[config.mk]
export PLATFORM = sky130hd
export DESIGN_NAME = uart_rom_loader_flat
export DESIGN_NICKNAME = d
export VERILOG_FILES = /design/src/rtl/uart_rom_loader_if.sv /design/src/rtl/uart_rom_loader.sv /design/src/flat_wrapper.sv
export SDC_FILE = /design/constraint.sdc
export NUM_CORES = 1
export LEC_CHECK = 0
export ABC_AREA = 1
export CORE_ASPECT_RATIO = 1.2
export CORE_MARGIN = 1.5
export CORE_UTILIZATION = 63
export DETAILED_ROUTE_END_ITERATION = 10
export PLACE_DENSITY_LB_ADDON = 0.1
export SLEW_MARGIN = 10
export SYNTH_ARGS = -nofsm -noshare
export SYNTH_HDL_FRONTEND = slang
export SYNTH_SLANG_ARGS = --single-unit
export TNS_END_PERCENT = 5
[constraint.sdc]
create_clock -name CLK_50 -period 2.4 [get_ports CLK_50]
set_clock_uncertainty 0.05 [all_clocks]
set_input_delay 0.24 -clock CLK_50 [delete_from_list [all_inputs] [get_ports CLK_50]]
set_output_delay 0.24 -clock CLK_50 [all_outputs]
set_load 0.01 [all_outputs]
[src/rtl/uart_rom_loader_if.sv]
// ROM write port driven by uart_rom_loader: one-cycle strobe with address and data.
interface uart_rom_loader_if #(
    parameter int ADDR_W = 10,
    parameter int DATA_W = 16
);
    logic              rom_wr_en;
    logic [ADDR_W-1:0] rom_wr_addr;
    logic [DATA_W-1:0] rom_wr_data;

    modport master (output rom_wr_en, rom_wr_addr, rom_wr_data);
    modport slave  (input  rom_wr_en, rom_wr_addr, rom_wr_data);
endinterface

[src/rtl/uart_rom_loader.sv]
// UART 8N1 program loader: streams big-endian 16-bit words into the instruction ROM and
// holds the CPU in reset until the load completes. Optional trailer: LOADER_CHECKSUM_EN.
module uart_rom_loader #(
    parameter int INSTR_WIDTH        = 16,
    parameter int ROM_REGISTER_COUNT = 2**10,
    parameter int CLKS_PER_BIT       = 434,
    parameter int TIMEOUT_CLKS       = 2**22
) (
    input  logic                                 CLK_50,
    input  logic                                 resetN,
    input  logic                                 uart_rx,
    uart_rom_loader_if.master                    rom,
    output logic                                 cpu_hold,
    output logic                                 loading,
    output logic                                 done,
    output logic                                 error,
    output logic [$clog2(ROM_REGISTER_COUNT):0]  words_loaded
);
    localparam int AW  = $clog2(ROM_REGISTER_COUNT);
    localparam int CW  = $clog2(CLKS_PER_BIT);
    localparam int TOW = $clog2(TIMEOUT_CLKS + 1);

    // ---------------- UART receiver ----------------
    typedef enum logic [1:0] {RX_IDLE, RX_START, RX_DATA, RX_STOP} rx_state_t;

    rx_state_t     rx_state, rx_next;
    logic          rx_meta, rx_sync;
    logic [CW-1:0] rx_cnt;
    logic [2:0]    rx_bit;
    logic [7:0]    rx_byte;
    logic          half_tick, bit_tick;
    logic          byte_valid, frame_err;

    assign half_tick = (rx_cnt == CW'(CLKS_PER_BIT / 2 - 1));
    assign bit_tick  = (rx_cnt == CW'(CLKS_PER_BIT - 1));

    always_comb begin
        rx_next    = rx_state;
        byte_valid = 1'b0;
        frame_err  = 1'b0;
        case (rx_state)
            RX_IDLE:  if (!rx_sync) rx_next = RX_START;
            RX_START: if (half_tick) rx_next = rx_sync ? RX_IDLE : RX_DATA;
            RX_DATA:  if (bit_tick && rx_bit == 3'd7) rx_next = RX_STOP;
            RX_STOP: begin
                if (bit_tick) begin
                    rx_next    = RX_IDLE;
                    byte_valid = rx_sync;
                    frame_err  = !rx_sync;
                end
            end
            default:  rx_next = RX_IDLE;
        endcase
    end

    always_ff @(posedge CLK_50 or negedge resetN) begin
        if (!resetN) begin
            rx_meta  <= 1'b1;
            rx_sync  <= 1'b1;
            rx_state <= RX_IDLE;
            rx_cnt   <= '0;
            rx_bit   <= '0;
            rx_byte  <= '0;
        end else begin
            rx_meta  <= uart_rx;
            rx_sync  <= rx_meta;
            rx_state <= rx_next;
            // Counter restarts at the start-bit midpoint and at every data/stop sample
            if (rx_state == RX_IDLE || (rx_state == RX_START && half_tick) || bit_tick)
                rx_cnt <= '0;
            else
                rx_cnt <= rx_cnt + 1'b1;
            if (rx_state == RX_START)
                rx_bit <= '0;
            if (rx_state == RX_DATA && bit_tick) begin
                rx_byte <= {rx_sync, rx_byte[7:1]};
                rx_bit  <= rx_bit + 1'b1;
            end
        end
    end

    // ---------------- Loader FSM ----------------
    typedef enum logic [3:0] {
        S_LEN_HI, S_LEN_LO, S_DATA_HI, S_DATA_LO, S_WRITE,
`ifdef LOADER_CHECKSUM_EN
        S_CSUM_HI, S_CSUM_LO,
`endif
        S_DONE, S_ERROR
    } state_t;

`ifdef LOADER_CHECKSUM_EN
    localparam state_t S_AFTER_DATA = S_CSUM_HI;
    logic [15:0] csum;
    logic [7:0]  csum_hi;
`else
    localparam state_t S_AFTER_DATA = S_DONE;
`endif

    state_t         state, state_n;
    logic [7:0]     len_hi, hi_byte;
    logic [15:0]    len, len_n;
    logic [TOW-1:0] to_cnt;
    logic           timeout, last_word;

    assign len_n     = {len_hi, rx_byte};
    assign timeout   = loading && !byte_valid && (to_cnt == TOW'(TIMEOUT_CLKS - 1));
    assign last_word = (32'(words_loaded) == 32'(len));

    always_comb begin
        state_n = state;
        case (state)
            S_LEN_HI:  if (byte_valid) state_n = S_LEN_LO;
            S_LEN_LO: begin
                if (byte_valid) begin
                    if (int'(len_n) > ROM_REGISTER_COUNT) state_n = S_ERROR;
                    else if (len_n == '0)                state_n = S_AFTER_DATA;
                    else                                 state_n = S_DATA_HI;
                end
            end
            S_DATA_HI: if (byte_valid) state_n = S_DATA_LO;
            S_DATA_LO: if (byte_valid) state_n = S_WRITE;
            S_WRITE:   state_n = last_word ? S_AFTER_DATA : S_DATA_HI;
`ifdef LOADER_CHECKSUM_EN
            S_CSUM_HI: if (byte_valid) state_n = S_CSUM_LO;
            S_CSUM_LO: if (byte_valid) state_n = ({csum_hi, rx_byte} == csum) ? S_DONE : S_ERROR;
`endif
            S_DONE:    if (byte_valid) state_n = S_LEN_LO;
            S_ERROR:   state_n = S_ERROR;
            default:   state_n = S_ERROR;
        endcase
        if (frame_err || timeout)
            state_n = S_ERROR;
    end

    always_comb begin
        loading  = !(state == S_LEN_HI || state == S_DONE || state == S_ERROR);
        done     = (state == S_DONE);
        cpu_hold = (state != S_DONE);
        error    = (state == S_ERROR);
    end

    always_ff @(posedge CLK_50 or negedge resetN) begin
        if (!resetN) begin
            state           <= S_LEN_HI;
            len_hi          <= '0;
            len             <= '0;
            hi_byte         <= '0;
            to_cnt          <= '0;
            words_loaded    <= '0;
            rom.rom_wr_en   <= 1'b0;
            rom.rom_wr_addr <= '0;
            rom.rom_wr_data <= '0;
`ifdef LOADER_CHECKSUM_EN
            csum            <= '0;
            csum_hi         <= '0;
`endif
        end else begin
            state         <= state_n;
            rom.rom_wr_en <= 1'b0;
            if (byte_valid || !loading)
                to_cnt <= '0;
            else
                to_cnt <= to_cnt + 1'b1;
            if (byte_valid) begin
                case (state)
                    // A byte in S_DONE starts a fresh load; ROM contents are kept
                    S_LEN_HI, S_DONE: begin
                        len_hi       <= rx_byte;
                        words_loaded <= '0;
`ifdef LOADER_CHECKSUM_EN
                        csum         <= '0;
`endif
                    end
                    S_LEN_LO:  len     <= len_n;
                    S_DATA_HI: hi_byte <= rx_byte;
                    S_DATA_LO: begin
                        rom.rom_wr_en   <= 1'b1;
                        rom.rom_wr_addr <= words_loaded[AW-1:0];
                        rom.rom_wr_data <= INSTR_WIDTH'({hi_byte, rx_byte});
                        words_loaded    <= words_loaded + 1'b1;
`ifdef LOADER_CHECKSUM_EN
                        csum            <= csum + {hi_byte, rx_byte};
`endif
                    end
`ifdef LOADER_CHECKSUM_EN
                    S_CSUM_HI: csum_hi <= rx_byte;
`endif
                    default: ;
                endcase
            end
        end
    end
endmodule

[src/flat_wrapper.sv]
// flat-port wrapper written by rule: the top's interface ports become plain ports
module uart_rom_loader_flat 
#(
    parameter int INSTR_WIDTH        = 16,
    parameter int ROM_REGISTER_COUNT = 2**10,
    parameter int CLKS_PER_BIT       = 434,
    parameter int TIMEOUT_CLKS       = 2**22
)
  (CLK_50, resetN, uart_rx, cpu_hold, loading, done, error, words_loaded, rom_rom_wr_en, rom_rom_wr_addr, rom_rom_wr_data);
  uart_rom_loader_if #(.ADDR_W((4)), .DATA_W(16)) rom_i ();
  input  logic CLK_50;
  input  logic resetN;
  input  logic uart_rx;
  output logic cpu_hold;
  output logic loading;
  output logic done;
  output logic error;
  output logic [$clog2(ROM_REGISTER_COUNT):0] words_loaded;
  output wire logic [$bits(rom_i.rom_wr_en)-1:0] rom_rom_wr_en;
  output wire logic [$bits(rom_i.rom_wr_addr)-1:0] rom_rom_wr_addr;
  output wire logic [$bits(rom_i.rom_wr_data)-1:0] rom_rom_wr_data;
  assign rom_rom_wr_en = rom_i.rom_wr_en;
  assign rom_rom_wr_addr = rom_i.rom_wr_addr;
  assign rom_rom_wr_data = rom_i.rom_wr_data;
  uart_rom_loader #(.INSTR_WIDTH(INSTR_WIDTH), .ROM_REGISTER_COUNT(ROM_REGISTER_COUNT), .CLKS_PER_BIT(CLKS_PER_BIT), .TIMEOUT_CLKS(TIMEOUT_CLKS)) u_core (.CLK_50(CLK_50), .resetN(resetN), .uart_rx(uart_rx), .rom(rom_i), .cpu_hold(cpu_hold), .loading(loading), .done(done), .error(error), .words_loaded(words_loaded));
endmodule
==> metrics.txt, run 1 <==
result of the run complete, no violations; vias in the first global route 4495; worst-path maximum fanout 7; total clock sinks 114; DIE HEIGHT 104.1 um; Max-slew headroom 0.5608; destination of the critical timing path loading; startpoint of the most critical setup path u_core.state[1]; TritonCTS buffer count 17; first-pass GRT wire length 20420 um; buffer levels on the longest clock path 2; post-synthesis compound-gate area fraction 0.09613; final setup fails 0; worst r2r src u_core.rx_cnt[1]; path type of the worst min-delay path in2reg; post-synthesis average cell area 7.956 um^2; worst endpoint data arrival time 1.99 ns; mean number of vias per cell 5.436; total number of vias 4648; required time of the critical path 2.11 ns; final total power 4.994 mW; Placed Cells incl. Taps 822; final estimated routing congestion in global placement 0.9067; xor-xnor portion of the synthesized cell area 0.01307; Clk Tree Root Cell sky130_fd_sc_hd__clkbuf_8; placed cell area 5892 um^2; biggest cell delay along the critical path 0.57 ns; estimated wirelength of the detail-placed design 8173 um; net count after synthesis 684; filler cell count 565; P_leak 3.156 nW; count of buffers from port buffering 38; simple-gate share of the synthesized area 0.2676; overall routed net length 11820 um; combined area of all synthesized cells 5363 um^2; cell breakdown of the critical path inv_2, nand3_2, nand2_2, nor2_2, clkdlybuf4s50_1; maximum capacitance violations 0; global-route usage over all layers 0.2876; unrepaired setup endpoints after global routing no; post-detailed-route wirelength per cell 13.82 um; critical register-to-register path endpoint u_core.words_loaded[7]; sort of element at the start of the critical path flip-flop; period utilization 0.9509; WP depth 5; die width 87.22 um; fraction of layout cells with a size suffix above 1 0.07827; count of nets after finishing 738; number of iterations in the first detailed-routing pass 5; post-synthesis sequential area ratio 0.5324; worst slew pin tran 0.6545 ns; critical-path cell with the highest stage delay sky130_fd_sc_hd__clkdlybuf4s50_1; fraction of synthesized area in multiplexers 0.002100; IR Drop Worst-Case VDD 0.6456 mV; Area Growth Syn to Fin 23.36%; Cells after Synth 674; distinct cell type count of the synthesized netlist 31; final hold vios 0; capturing element type of the critical path primary output; global route total overflow 0; total of flip-flops plus latches after synthesis 114; final design area excluding fillers 6615 um^2; number of antenna cells inserted 0; number of pins with negative max-slew slack in the final report 0; maximum number of pins on one net before global-route repair 51; critical path buffer and inverter count 2; TritonCTS clock tree yes; adder-cell share of the synthesized area 0.01633; full die area 9077 um^2; worst setup slack for register-to-register paths 0.42 ns; post-route setup TNS 0 ns; Max Clk Rate 0.4382 GHz; Period minus WS final 2.282 ns; drt initial violations 319; Final Instance Count excl. Fillers 855; Clock Latency Late Sink 0.52 ns; Yosys warning total 0; maximum level of the CTS H-tree 4; combinational family with the most area after synthesis simple AND/OR/NAND/NOR gates; Critical Setup Path Class reg2out; number of remaining DRC errors 0; FF-to-FF path depth 12; area occupied by multi-input gates 2120 um^2; Post-CTS Resized 0; power density over the cells 755.0 nW/um^2; num rows 36; antenna-violating nets left 0; area used by sequential logic in the layout 2855 um^2; crit-path leading delay family buffers and inverters; core outline area 8198 um^2; effective utilization at floorplan 0.6542; clock transition at the registers of the reported paths 0.05 ns; Ports 39; initial antenna violation count 0
-- through the flow --
step                      worst slack (ns)  hold slack (ns)    util
after global placement              0.5844           0.2420  0.7187
after detailed placement            0.5013           0.2441  0.7187
after global routing               0.03377          0.06964  0.8069
after CTS                           0.1191          0.06224  0.8069
final                               0.1179          0.08017  0.8069
after floorplan                     0.7612          -0.1056       -
-- layout by cell type, fill, tap and decap left out, types with 3 or more instances in the layout --
master                            synthesis  layout
sky130_fd_sc_hd__a21oi_1                 20      20
sky130_fd_sc_hd__a31oi_1                  4       4
sky130_fd_sc_hd__buf_4                    4      10
sky130_fd_sc_hd__bufinv_16                0       8
sky130_fd_sc_hd__clkbuf_16                0      16
sky130_fd_sc_hd__clkbuf_8                 0       4
sky130_fd_sc_hd__clkdlybuf4s50_1          0      37
sky130_fd_sc_hd__clkinv_2                 1       3
sky130_fd_sc_hd__dfrtp_1                112     112
sky130_fd_sc_hd__ha_1                     7       7
sky130_fd_sc_hd__inv_1                   76      76
sky130_fd_sc_hd__inv_2                    5       5
sky130_fd_sc_hd__nand2_1                185     185
sky130_fd_sc_hd__nand2_2                  3       3
sky130_fd_sc_hd__nand3_1                 25      25
sky130_fd_sc_hd__nand4_1                 11      11
sky130_fd_sc_hd__nor2_1                  92      92
sky130_fd_sc_hd__nor3_1                  21      21
sky130_fd_sc_hd__o21ai_0                 58      58
sky130_fd_sc_hd__o21ai_1                 16      16
sky130_fd_sc_hd__xnor2_1                  4       4
sky130_fd_sc_hd__xor2_1                   4       4
-- sequential cells by signal, summed over array words and instances, names as in the netlist, named ones only --
name and count:
u_core.hi_byte 8, u_core.len 16, u_core.len_hi 8, u_core.rom.rom_wr_addr 4, u_core.rom.rom_wr_data 16, u_core.rom.rom_wr_en 1
u_core.rx_bit 3, u_core.rx_byte 8, u_core.rx_cnt 9, u_core.rx_meta 1, u_core.rx_state 1, u_core.rx_sync 1
u_core.state 3, u_core.to_cnt 23, u_core.words_loaded 11
-- cell type report --
type | count | share of cell area
Multi-Input combinational cell | 464 | 0.3204
Clock buffer | 22 | 0.06998
Inverter | 82 | 0.04672
Tap cell | 114 | 0.02156
Clock inverter | 10 | 0.03783
Sequential cell | 114 | 0.4316
Timing Repair Buffer | 49 | 0.07187
-- routing by layer --
| metal | vias up | global-route usage | part of all wire |
|---|---|---|---|
| met5 | - | 0 | 0 |
| met4 | 0 | 0.09070 | 0.016 |
| met3 | 20 | 0.07937 | 0.041 |
| met2 | 124 | 0.4878 | 0.53 |
| met1 | 2243 | 0.3531 | 0.41 |
| li1 | 2261 | - | - |
-- power breakdown --
group          switching, mW  internal (mW)
logic                 0.0381         0.0101
registers            0.00107           1.93
clock network          0.833           2.18
total                  0.872           4.12
-- kinds of logic after synthesis --
kind of cell	after synthesis
buffers and inverters	96
XOR/XNOR	8
AND/OR/NAND/NOR	347
adder cells (fa/ha/maj)	7
AO/OA/AOI/OAI	101
flip-flops	114
multiplexers	1
-- cell usage after synthesis, drive strengths merged --
master / instances / area (um^2)
buf: 13 / 75.07
xnor2: 4 / 35.03
nor3b: 2 / 15.01
mux2: 1 / 11.26
clkinv: 1 / 5.000
dfrtp: 112 / 2803
nand3: 27 / 145.1
nor3: 21 / 105.1
a21oi: 20 / 100.1
inv: 81 / 304.0
dfstp: 2 / 52.55
nand4: 11 / 68.82
o21ai: 74 / 370.4
and2: 1 / 6.260
nand2: 189 / 724.4
nor4: 1 / 6.260
or2: 1 / 6.260
ha: 7 / 87.58
clkbuf: 1 / 3.750
o22ai: 2 / 12.51
o31ai: 1 / 7.510
a31oi: 4 / 25.02
nor2: 94 / 357.8
xor2: 4 / 35.03
-- worst reg2reg max path: cells and delay by family, from the launching register on --
family          cells  cell delay (ns)
simple gates        5             0.60
buf+inv             4             0.49
compound gates      2             0.23
fa+ha+maj           1             0.17
flops               1             0.39
-- worst min-delay path by stage --
stage                        from                          to  slack, ns  depth (start not counted)
after global placement     resetN      u_core.words_loaded[9]       0.24                          1
final                     uart_rx              u_core.rx_meta       0.08                          1
after global routing      uart_rx              u_core.rx_meta       0.07                          1
after CTS                 uart_rx              u_core.rx_meta       0.06                          1
after detailed placement   resetN      u_core.words_loaded[9]       0.24                          1
after floorplan            resetN  asynchronous set/reset pin      -0.11                          0
-- timing repair --
item	in CTS	in global routing
hold buffers	1	0
setup endpoints to repair	0	0
endpoints found under the hold margin	46	0
setup buffers	0	0
No activity file was read; power rests on OpenSTA's default activity.
==> inputs of run 2 (changes only) <==
--- a/config.mk
+++ b/config.mk
@@ -7,9 +7,9 @@
 export LEC_CHECK = 0
 export ABC_AREA = 1
 export CORE_ASPECT_RATIO = 1.2
-export CORE_MARGIN = 1.5
-export CORE_UTILIZATION = 63
+export CORE_UTILIZATION = 65
 export DETAILED_ROUTE_END_ITERATION = 10
+export DONT_BUFFER_PORTS = 1
 export PLACE_DENSITY_LB_ADDON = 0.1
 export SLEW_MARGIN = 10
 export SYNTH_ARGS = -nofsm -noshare
==> metrics.txt, run 2 (same netlist as run 1, synthesis figures left out) <==
final standard cell utilization of the core 0.7717 (-0.03518); TritonCTS clock tree yes; Final Instance Count excl. Fillers 789 (-7.7%); worst-path maximum fanout 7 (unchanged); maximum number of pins on one net before global-route repair 115 (+130%); unrepaired setup endpoints after global routing no; antenna-violating nets left 0 (unchanged); final estimated routing congestion in global placement 0.9126 (+0.65%); Area Growth Syn to Fin 12.81%; register bank with the most flops u_core.to_cnt; required time of the critical path 2.77 ns (+0.66 ns); Placed Cells incl. Taps 756 (-8.0%); Max Clk Rate 0.4764 GHz (+8.7%); power density over the cells 744.4 nW/um^2 (-1.4%); core outline area 7839 um^2 (-4.4%); Critical Setup Path Class reg2reg; number of remaining DRC errors 7 (+7); total clock sinks 114 (unchanged); number of iterations in the first detailed-routing pass 11 (+6); worst slew pin tran 0.6476 ns (-0.006841 ns); global-route usage over all layers 0.2983 (+0.01071); IR Drop Worst-Case VDD 0.4570 mV (-29%); commonest non-fill, non-tap cell in the layout sky130_fd_sc_hd__nand2_1; vias in the first global route 4330 (-3.7%); commonest cells after routing, fill and taps aside sky130_fd_sc_hd__nand2_1 (185), sky130_fd_sc_hd__dfrtp_1 (112), sky130_fd_sc_hd__nor2_1 (92); first-pass GRT wire length 19760 um (-3.2%); critical register-to-register path endpoint u_core.words_loaded[10]; sort of element at the start of the critical path flip-flop; Post-CTS Resized 0 (unchanged); area used by sequential logic in the layout 2855 um^2 (unchanged); post-route setup TNS 0 ns (unchanged); failing checks design-rule violations, negative hold slack; estimated wirelength of the detail-placed design 7568 um (-7.4%); Clk Tree Root Cell sky130_fd_sc_hd__clkbuf_8; maximum level of the CTS H-tree 4 (unchanged); worst setup slack for register-to-register paths 0.30 ns (-0.12 ns); Ports 39 (unchanged); P_sw 0.9637 mW (+11%); TritonCTS buffer count 17 (unchanged); Sw Share 0.2140 (+0.03946); drt initial violations 352 (+10%); period utilization 0.8746 (-0.07627); clock transition at the registers of the reported paths 0.06 ns (about the same); count of nets after finishing 694 (-6.0%); maximum capacitance violations 0 (unchanged); share of power burned in combinational logic 0.001 (-0.009); hold-fix buffer count after cts 1 (unchanged); number of pins with negative max-slew slack in the final report 0 (unchanged); die width 84.92 um (-2.6%); worst r2r src u_core.words_loaded[0]; initial antenna violation count 0 (unchanged); final setup fails 0 (unchanged); total number of vias 4459 (-4.1%); overall routed net length 11740 um (-0.67%); global route total overflow 0 (unchanged); max reg flops 23 (unchanged); path type of the worst min-delay path in2async; registers with the most flip-flops u_core.to_cnt: 23 flops, u_core.len: 16 flops, u_core.rom.rom_wr_data: 16 flops; final hold vios 114 (+114); post-detailed-route wirelength per cell 14.88 um (+7.6%); filler cell count 498 (-12%); area occupied by multi-input gates 2120 um^2 (unchanged); capturing element type of the critical path flip-flop; total setup buffers inserted after CTS 0 (unchanged); P_leak 2.940 nW (-6.9%); Clock Latency Late Sink 0.52 ns (about the same); effective utilization at floorplan 0.6841 (+0.02997); part of the total power dissipated in sequential elements 0.428 (+0.042); FF-to-FF path depth 10 (-2); portion of total power attributed to the clock network 0.571 (-0.033); number of antenna cells inserted 0 (unchanged); pre-CTS setup slack 0.4362 ns (-0.06507 ns); DIE HEIGHT 101.5 um (-2.5%); full die area 8619 um^2 (-5.0%); Worst Setup Slack, final 0.3009 ns (+0.1830 ns); result of the run finished, violations left; Period minus WS final 2.099 ns (-0.1830 ns); WHS -0.6437 ns (-0.7239 ns); num rows 35 (-2.8%); count of buffers from port buffering 0 (-100%); buffer levels on the longest clock path 2 (unchanged); worst endpoint data arrival time 2.46 ns (+0.47 ns); Max-slew headroom 0.5637 (+0.002926); Internal Dissipation 3.540 mW (-14%); mean number of vias per cell 5.651 (+4.0%); fraction of layout cells with a size suffix above 1 0.07604 (-0.002232)
## run 2: cell types whose count changed in the layout (fill, tap and decap cells not counted), sizes merged
cell           previous run  this run
bufinv                    8         3
inv                      81        88
clkdlybuf4s50            37         0
clkinvlp                  0         1
clkinv                    3         5
clkbuf                   22        17
buf                      11         4
## run 2: layer usage
metal | wire [um] | global-route usage | share of wire
met4 | 209 | 0.1265 | 0.018
met5 | 0 | 0 | 0
met3 | 644 | 0.06683 | 0.055
met1 | 4889 | 0.3549 | 0.42
met2 | 5996 | 0.5266 | 0.51
## run 2: worst max-delay path by stage
stage | to | startpoint
floorplan | u_core.words_loaded[10] | u_core.words_loaded[0]
global placement | u_core.to_cnt[12] | u_core.state[1]
detailed placement | u_core.words_loaded[10] | u_core.words_loaded[0]
CTS | u_core.words_loaded[10] | u_core.words_loaded[0]
global route | u_core.state[1] | u_core.state[0]
finish | u_core.words_loaded[10] | u_core.words_loaded[0]
## run 2: power groups by stage
stage	Clock [mW]	Sequential [mW]	Combinational, mW
global route	2.69	1.93	0.00276
floorplan	0	1.96	0.000955
finish	2.57	1.93	0.00256
CTS	2.59	1.93	0.00251
global placement	0	1.96	0.00119
detailed placement	0	1.96	0.00123
## run 2: critical path, cell delays in order, from the launching register on
cell                      delay [ns]
sky130_fd_sc_hd__dfrtp_1        0.52
sky130_fd_sc_hd__ha_1           0.26
sky130_fd_sc_hd__nand3_1        0.16
sky130_fd_sc_hd__nor2_1         0.17
sky130_fd_sc_hd__nand2_1        0.11
sky130_fd_sc_hd__nor3_1         0.28
sky130_fd_sc_hd__nand2_1        0.09
sky130_fd_sc_hd__nor2_1         0.14
sky130_fd_sc_hd__nand2_1        0.08
sky130_fd_sc_hd__o21ai_0        0.07
sky130_fd_sc_hd__inv_1          0.05
## run 2: final cells by class
type,instances,area share
Inverter,82,0.05109
Sequential cell,114,0.4720
Clock inverter,15,0.03247
Timing Repair Buffer,5,0.006618
Multi-Input combinational cell,464,0.3504
Clock buffer,17,0.06846
Tap cell,92,0.01903
## run 2: stage by stage
step,hold WS (ns),cell area [um^2],total power [mW]
3_3_place_gp,-0.1028,5429,1.963
5_1_grt,-0.6608,6050,4.620
6_report,-0.6437,6050,4.503
4_1_cts,-0.6521,6050,4.521
3_5_place_dp,-0.1032,5429,1.963
2_1_floorplan,-0.1056,5363,1.962
